==> config.mk <==
export PLATFORM = sky130hd
export DESIGN_NAME = spi_sample_framer
export DESIGN_NICKNAME = d
export VERILOG_FILES = /design/src/rtl/spi_sample_framer.sv
export SDC_FILE = /design/constraint.sdc
export NUM_CORES = 1
export LEC_CHECK = 0
export BUFFER_PORTS_ARGS = -buffer_cell sky130_fd_sc_hd__buf_2
export CORE_MARGIN = 10
export CORE_UTILIZATION = 45
export CTS_CLUSTER_SIZE = 40
export DETAILED_ROUTE_END_ITERATION = 7
export HOLD_SLACK_MARGIN = 0.15
export SYNTH_ARGS = -nofsm -noshare
export SYNTH_HDL_FRONTEND = slang
export SYNTH_SLANG_ARGS = --single-unit
export TNS_END_PERCENT = 10
==> constraint.sdc <==
create_clock -name CLK_26 -period 7.84 [get_ports CLK_26]
set_clock_uncertainty 0.05 [all_clocks]
set_input_delay 0.784 -clock CLK_26 [delete_from_list [all_inputs] [get_ports CLK_26]]
set_output_delay 0.784 -clock CLK_26 [all_outputs]
set_load 0.05 [all_outputs]
==> src/rtl/spi_sample_framer.sv <==
// Buffers 16-bit sensor words in a small FIFO. On each frame tick it sends all of them as one
// byte-serial telemetry frame: SYNC0 SYNC1 SEQ LEN payload CHK.
module spi_sample_framer #(
  parameter int unsigned DEPTH = 16,
  parameter logic [7:0]  SYNC0 = 8'hEB,
  parameter logic [7:0]  SYNC1 = 8'h90
) (
  input  logic        CLK_26,
  input  logic        RST,
  input  logic [15:0] SAMPLE_DATA,
  input  logic        SAMPLE_VALID,
  input  logic        FRAME_START,
  output logic [7:0]  TX_BYTE,
  output logic        TX_VALID,
  input  logic        TX_READY,
  output logic        OVERFLOW,
  output logic        BUSY
);

  localparam int unsigned AW = (DEPTH > 1) ? $clog2(DEPTH) : 1;
  localparam int unsigned CW = AW + 1;

  localparam logic [2:0] StIdle  = 3'd0;
  localparam logic [2:0] StSync0 = 3'd1;
  localparam logic [2:0] StSync1 = 3'd2;
  localparam logic [2:0] StSeq   = 3'd3;
  localparam logic [2:0] StLen   = 3'd4;
  localparam logic [2:0] StHi    = 3'd5;
  localparam logic [2:0] StLo    = 3'd6;
  localparam logic [2:0] StChk   = 3'd7;

  logic [15:0]   mem_q [DEPTH];
  logic [AW-1:0] wr_ptr_q, rd_ptr_q;
  logic [CW-1:0] count_q, rem_q;
  logic [2:0]    state_q, state_d;
  logic [7:0]    seq_q, chk_q, len_q;
  logic          ovf_q;
  logic          full, push, drop, accept, pop, start;
  logic [15:0]   rd_word;

  assign full    = (count_q == CW'(DEPTH));
  assign push    = SAMPLE_VALID & ~full;
  assign drop    = SAMPLE_VALID & full;
  assign accept  = TX_VALID & TX_READY;
  assign pop     = accept & (state_q == StLo);
  assign start   = (state_q == StIdle) & FRAME_START;
  assign rd_word = mem_q[rd_ptr_q];

  assign TX_VALID = (state_q != StIdle);
  assign BUSY     = (state_q != StIdle);
  assign OVERFLOW = ovf_q;

  // Output byte is decoded from registered state only, so it holds while stalled.
  always_comb begin
    TX_BYTE = 8'h00;
    case (state_q)
      StSync0: TX_BYTE = SYNC0;
      StSync1: TX_BYTE = SYNC1;
      StSeq:   TX_BYTE = seq_q;
      StLen:   TX_BYTE = len_q;
      StHi:    TX_BYTE = rd_word[15:8];
      StLo:    TX_BYTE = rd_word[7:0];
      StChk:   TX_BYTE = chk_q;
      default: TX_BYTE = 8'h00;
    endcase
  end

  always_comb begin
    state_d = state_q;
    if (start) begin
      state_d = StSync0;
    end else if (accept) begin
      case (state_q)
        StSync0: state_d = StSync1;
        StSync1: state_d = StSeq;
        StSeq:   state_d = StLen;
        StLen:   state_d = (rem_q == '0) ? StChk : StHi;
        StHi:    state_d = StLo;
        StLo:    state_d = (rem_q == CW'(1)) ? StChk : StHi;
        StChk:   state_d = StIdle;
        default: state_d = StIdle;
      endcase
    end
  end

  always_ff @(posedge CLK_26) begin
    if (push) mem_q[wr_ptr_q] <= SAMPLE_DATA;
  end

  always_ff @(posedge CLK_26 or negedge RST) begin
    if (!RST) begin
      state_q  <= StIdle;
      wr_ptr_q <= '0;
      rd_ptr_q <= '0;
      count_q  <= '0;
      rem_q    <= '0;
      seq_q    <= 8'h00;
      chk_q    <= 8'h00;
      len_q    <= 8'h00;
      ovf_q    <= 1'b0;
    end else begin
      state_q <= state_d;
      if (push) wr_ptr_q <= wr_ptr_q + AW'(1);
      if (pop)  rd_ptr_q <= rd_ptr_q + AW'(1);
      case ({push, pop})
        2'b10:   count_q <= count_q + CW'(1);
        2'b01:   count_q <= count_q - CW'(1);
        default: count_q <= count_q;
      endcase
      if (start) begin
        rem_q <= count_q;
        chk_q <= 8'h00;
      end else if (accept) begin
        if (state_q inside {StSeq, StLen, StHi, StLo}) chk_q <= chk_q ^ TX_BYTE;
        if (pop) rem_q <= rem_q - CW'(1);
        if (state_q == StChk) seq_q <= seq_q + 8'd1;
      end
      // LEN is frozen when SEQ is accepted; only a reported overflow is cleared by it.
      if (accept && state_q == StSeq) len_q <= {ovf_q, 7'(rem_q)};
      ovf_q <= drop | (ovf_q & ~(accept & (state_q == StLen) & len_q[7]));
    end
  end

endmodule

==> metrics.csv <==
metric,value,unit
Non-Filler Instances,1092,
largest net degree at the start of global routing,68,
"commonest cells after routing, fill and taps aside","edfxtp_1 (256), mux4_2 (64), nand2_1 (49), dfrtp_1 (42)",
sequential-to-total area share from yosys stat,0.718,
DR vias/cell,5.88,
crit path launch type,flip-flop,
DRT Pass-1 Iters,5,
Worst Path Arrival,3850,ps
htree depth,1,
type of the worst min-delay path,primary input to async pin,
die footprint,0.0342,mm2
worst-skew pair later-pin latency,550,ps
reg-to-reg endpoint,count_q[4]$_DFFE_PN0P_,
DR vias,6417,
met3 usage,0.0243,
reg2reg path depth,11,
Nets,763,
# rows,60,
syn nets,718,
num ports,32,
post-route ant nets,0,
Critical Path RT,7010,ps
Crit Path Max Fanout,42,
CTS root buffer,clkbuf_16,
post-synthesis cell count,684,
global-route wire length before repair,41.6,mm
unrepaired setup endpoints after global routing,false,
vias in the first global route,6705,
fin crit share,0.597,
Crit. End Element,primary output,
CTS tree,done,
final worst path period need,4680,ps
gr busiest metal,met2,
Synth Cell Area,0.0122,mm2
status,"complete, no violations",
Netlist cell types,53,
# DRC,0,
die height,185,um
Post-CTS Setup Repair Bufs,0,
Worst Setup Path Type,flip-flop to primary output,
r2r setup slk,4220,ps
post-DR wirelength/cell,25.0,um
Iter 0 DRT Violations,495,
Placed Cells,1038,
FF-to-FF Start,state_q[2]$_DFFE_PN0P_,
overall die width,185,um
Synth Warn #,0,
Initial Utilization,0.456,
"commonest non-fill, non-tap cell in the layout",edfxtp_1,
Tot Pwr,0.00512,W
post-CTS sizing,0,
Placer Congestion,0.787,
core area,0.0269,mm2
Fin. Hold Viols,0,
Tot GR Track Use,0.161,
Worst-Margin Slew,1040,ps
fin. max-slew vios,0,
CTS sink count,300,
share of cells above drive strength 1,0.249,
total negative slack,0,ps
asr flop ratio synth,0.147,
Area growth syn-to-layout,13.5,%
largest vdd supply drop,0.176,mV
CTS Hold Bufs,0,
#FFs+latches synth,300,
final setup fails,0,
Post-synth EDFFs,256,
initial antenna violation count,1,
Worst slew margin,0.308,
clk buf depth,3,
Mean Syn Cell Area,17.9,um2
Port Buffers,31,
M2 GR Usage,0.277,
FMAX,214,MHz
diode count,0,
DP HPWL,15.7,mm
"Reg clk slew, reported paths",70,ps
final wirelength,27.3,mm
Leakage,4.73,nW
GRT overflow,0,
Pwr Density,369,mW/mm2
# Max-Cap Violations,0,
met1 Use GR,0.208,
CTS buffer count,30,
Synth Flop Type,edfxtp_1,
worst max path at each step:
| stage | startpoint | to | slack, ps |
|---|---|---|---|
| after floorplan | TX_READY | count_q[4]$_DFFE_PN0P_ | 4650 |
| after global placement | rd_ptr_q[0]$_DFFE_PN0P_ | TX_BYTE[1] | 3680 |
| after detailed placement | rd_ptr_q[0]$_DFFE_PN0P_ | TX_BYTE[1] | 3670 |
| after CTS | rd_ptr_q[0]$_DFFE_PN0P_ | TX_BYTE[1] | 3070 |
| after global routing | rd_ptr_q[0]$_DFFE_PN0P_ | TX_BYTE[3] | 2820 |
| final | rd_ptr_q[0]$_DFFE_PN0P_ | TX_BYTE[3] | 3160 |
flip-flops by register name (all words and copies together) (netlist names), 4 cells and up:
name      cells
count_q       5
chk_q         8
rd_ptr_q      4
len_q         6
wr_ptr_q      4
mem_q       256
seq_q         8
rem_q         5
worst max-delay path: stages (launching register included):
cell	delay (ps)
dfrtp_4	750
buf_4	770
mux4_2	590
a22oi_1	220
and3_1	200
a31oi_1	100
or3_1	390
buf_2	220
Yosys cell counts, drive strengths merged, types with 6 or more instances:
library cell	n	share of area
nand4	7	0.0036
xnor2	14	0.010
buf	23	0.012
mux2i	9	0.0074
a31oi	6	0.0031
clkbuf	16	0.0050
nor2	20	0.0061
inv	11	0.0034
edfxtp	256	0.63
xor2	8	0.0057
dfrtp	44	0.090
a22oi	30	0.018
mux2	6	0.0055
ha	13	0.013
a21oi	15	0.0061
o21ai	13	0.0053
nand2	49	0.015
mux4	64	0.12
nor2b	6	0.0031
nor3	6	0.0025
nand3	17	0.0069
cells by family after synthesis:
kind of cell	after synthesis	synth area share
buffers and inverters	50	0.0201
xor gates and xnor gates	22	0.0157
muxes	79	0.131
and+or+nand+nor	130	0.0515
AOI/OAI and AO/OA	90	0.0512
DFF	300	0.718
adders and majority gates	13	0.0133
metrics by stage:
stage          hold slack (ps)  utilization  setup slack [ps]  area [um2]
2_1_floorplan              395            -              4650       12200
3_3_place_gp               414        0.479              3680       12900
3_5_place_dp               418        0.479              3670       12900
4_1_cts                    374        0.517              3070       13900
5_1_grt                    412        0.517              2820       13900
6_report                   348        0.517              3160       13900
per-layer routing:
metal / part of all wire / vias up
met5: 0 / -
li1: - / 2817
met2: 0.50 / 193
met1: 0.42 / 3357
met3: 0.053 / 50
met4: 0.023 / 0
cell type report:
type / instances / area, um2
Fill cell: 2124 / 13000
Multi-Input combinational cell: 334 / 3290
Clock buffer: 37 / 798
Tap cell: 341 / 427
Timing Repair Buffer: 52 / 313
Inverter: 11 / 41.3
Clock inverter: 17 / 236
Sequential cell: 300 / 8790
power by group:
part | switching (W) | internal [W]
registers | 0.000219 | 0.00196
clock network | 0.000583 | 0.000915
logic | 0.000843 | 0.000599
Note: power is estimated with default switching activity, not from simulation.
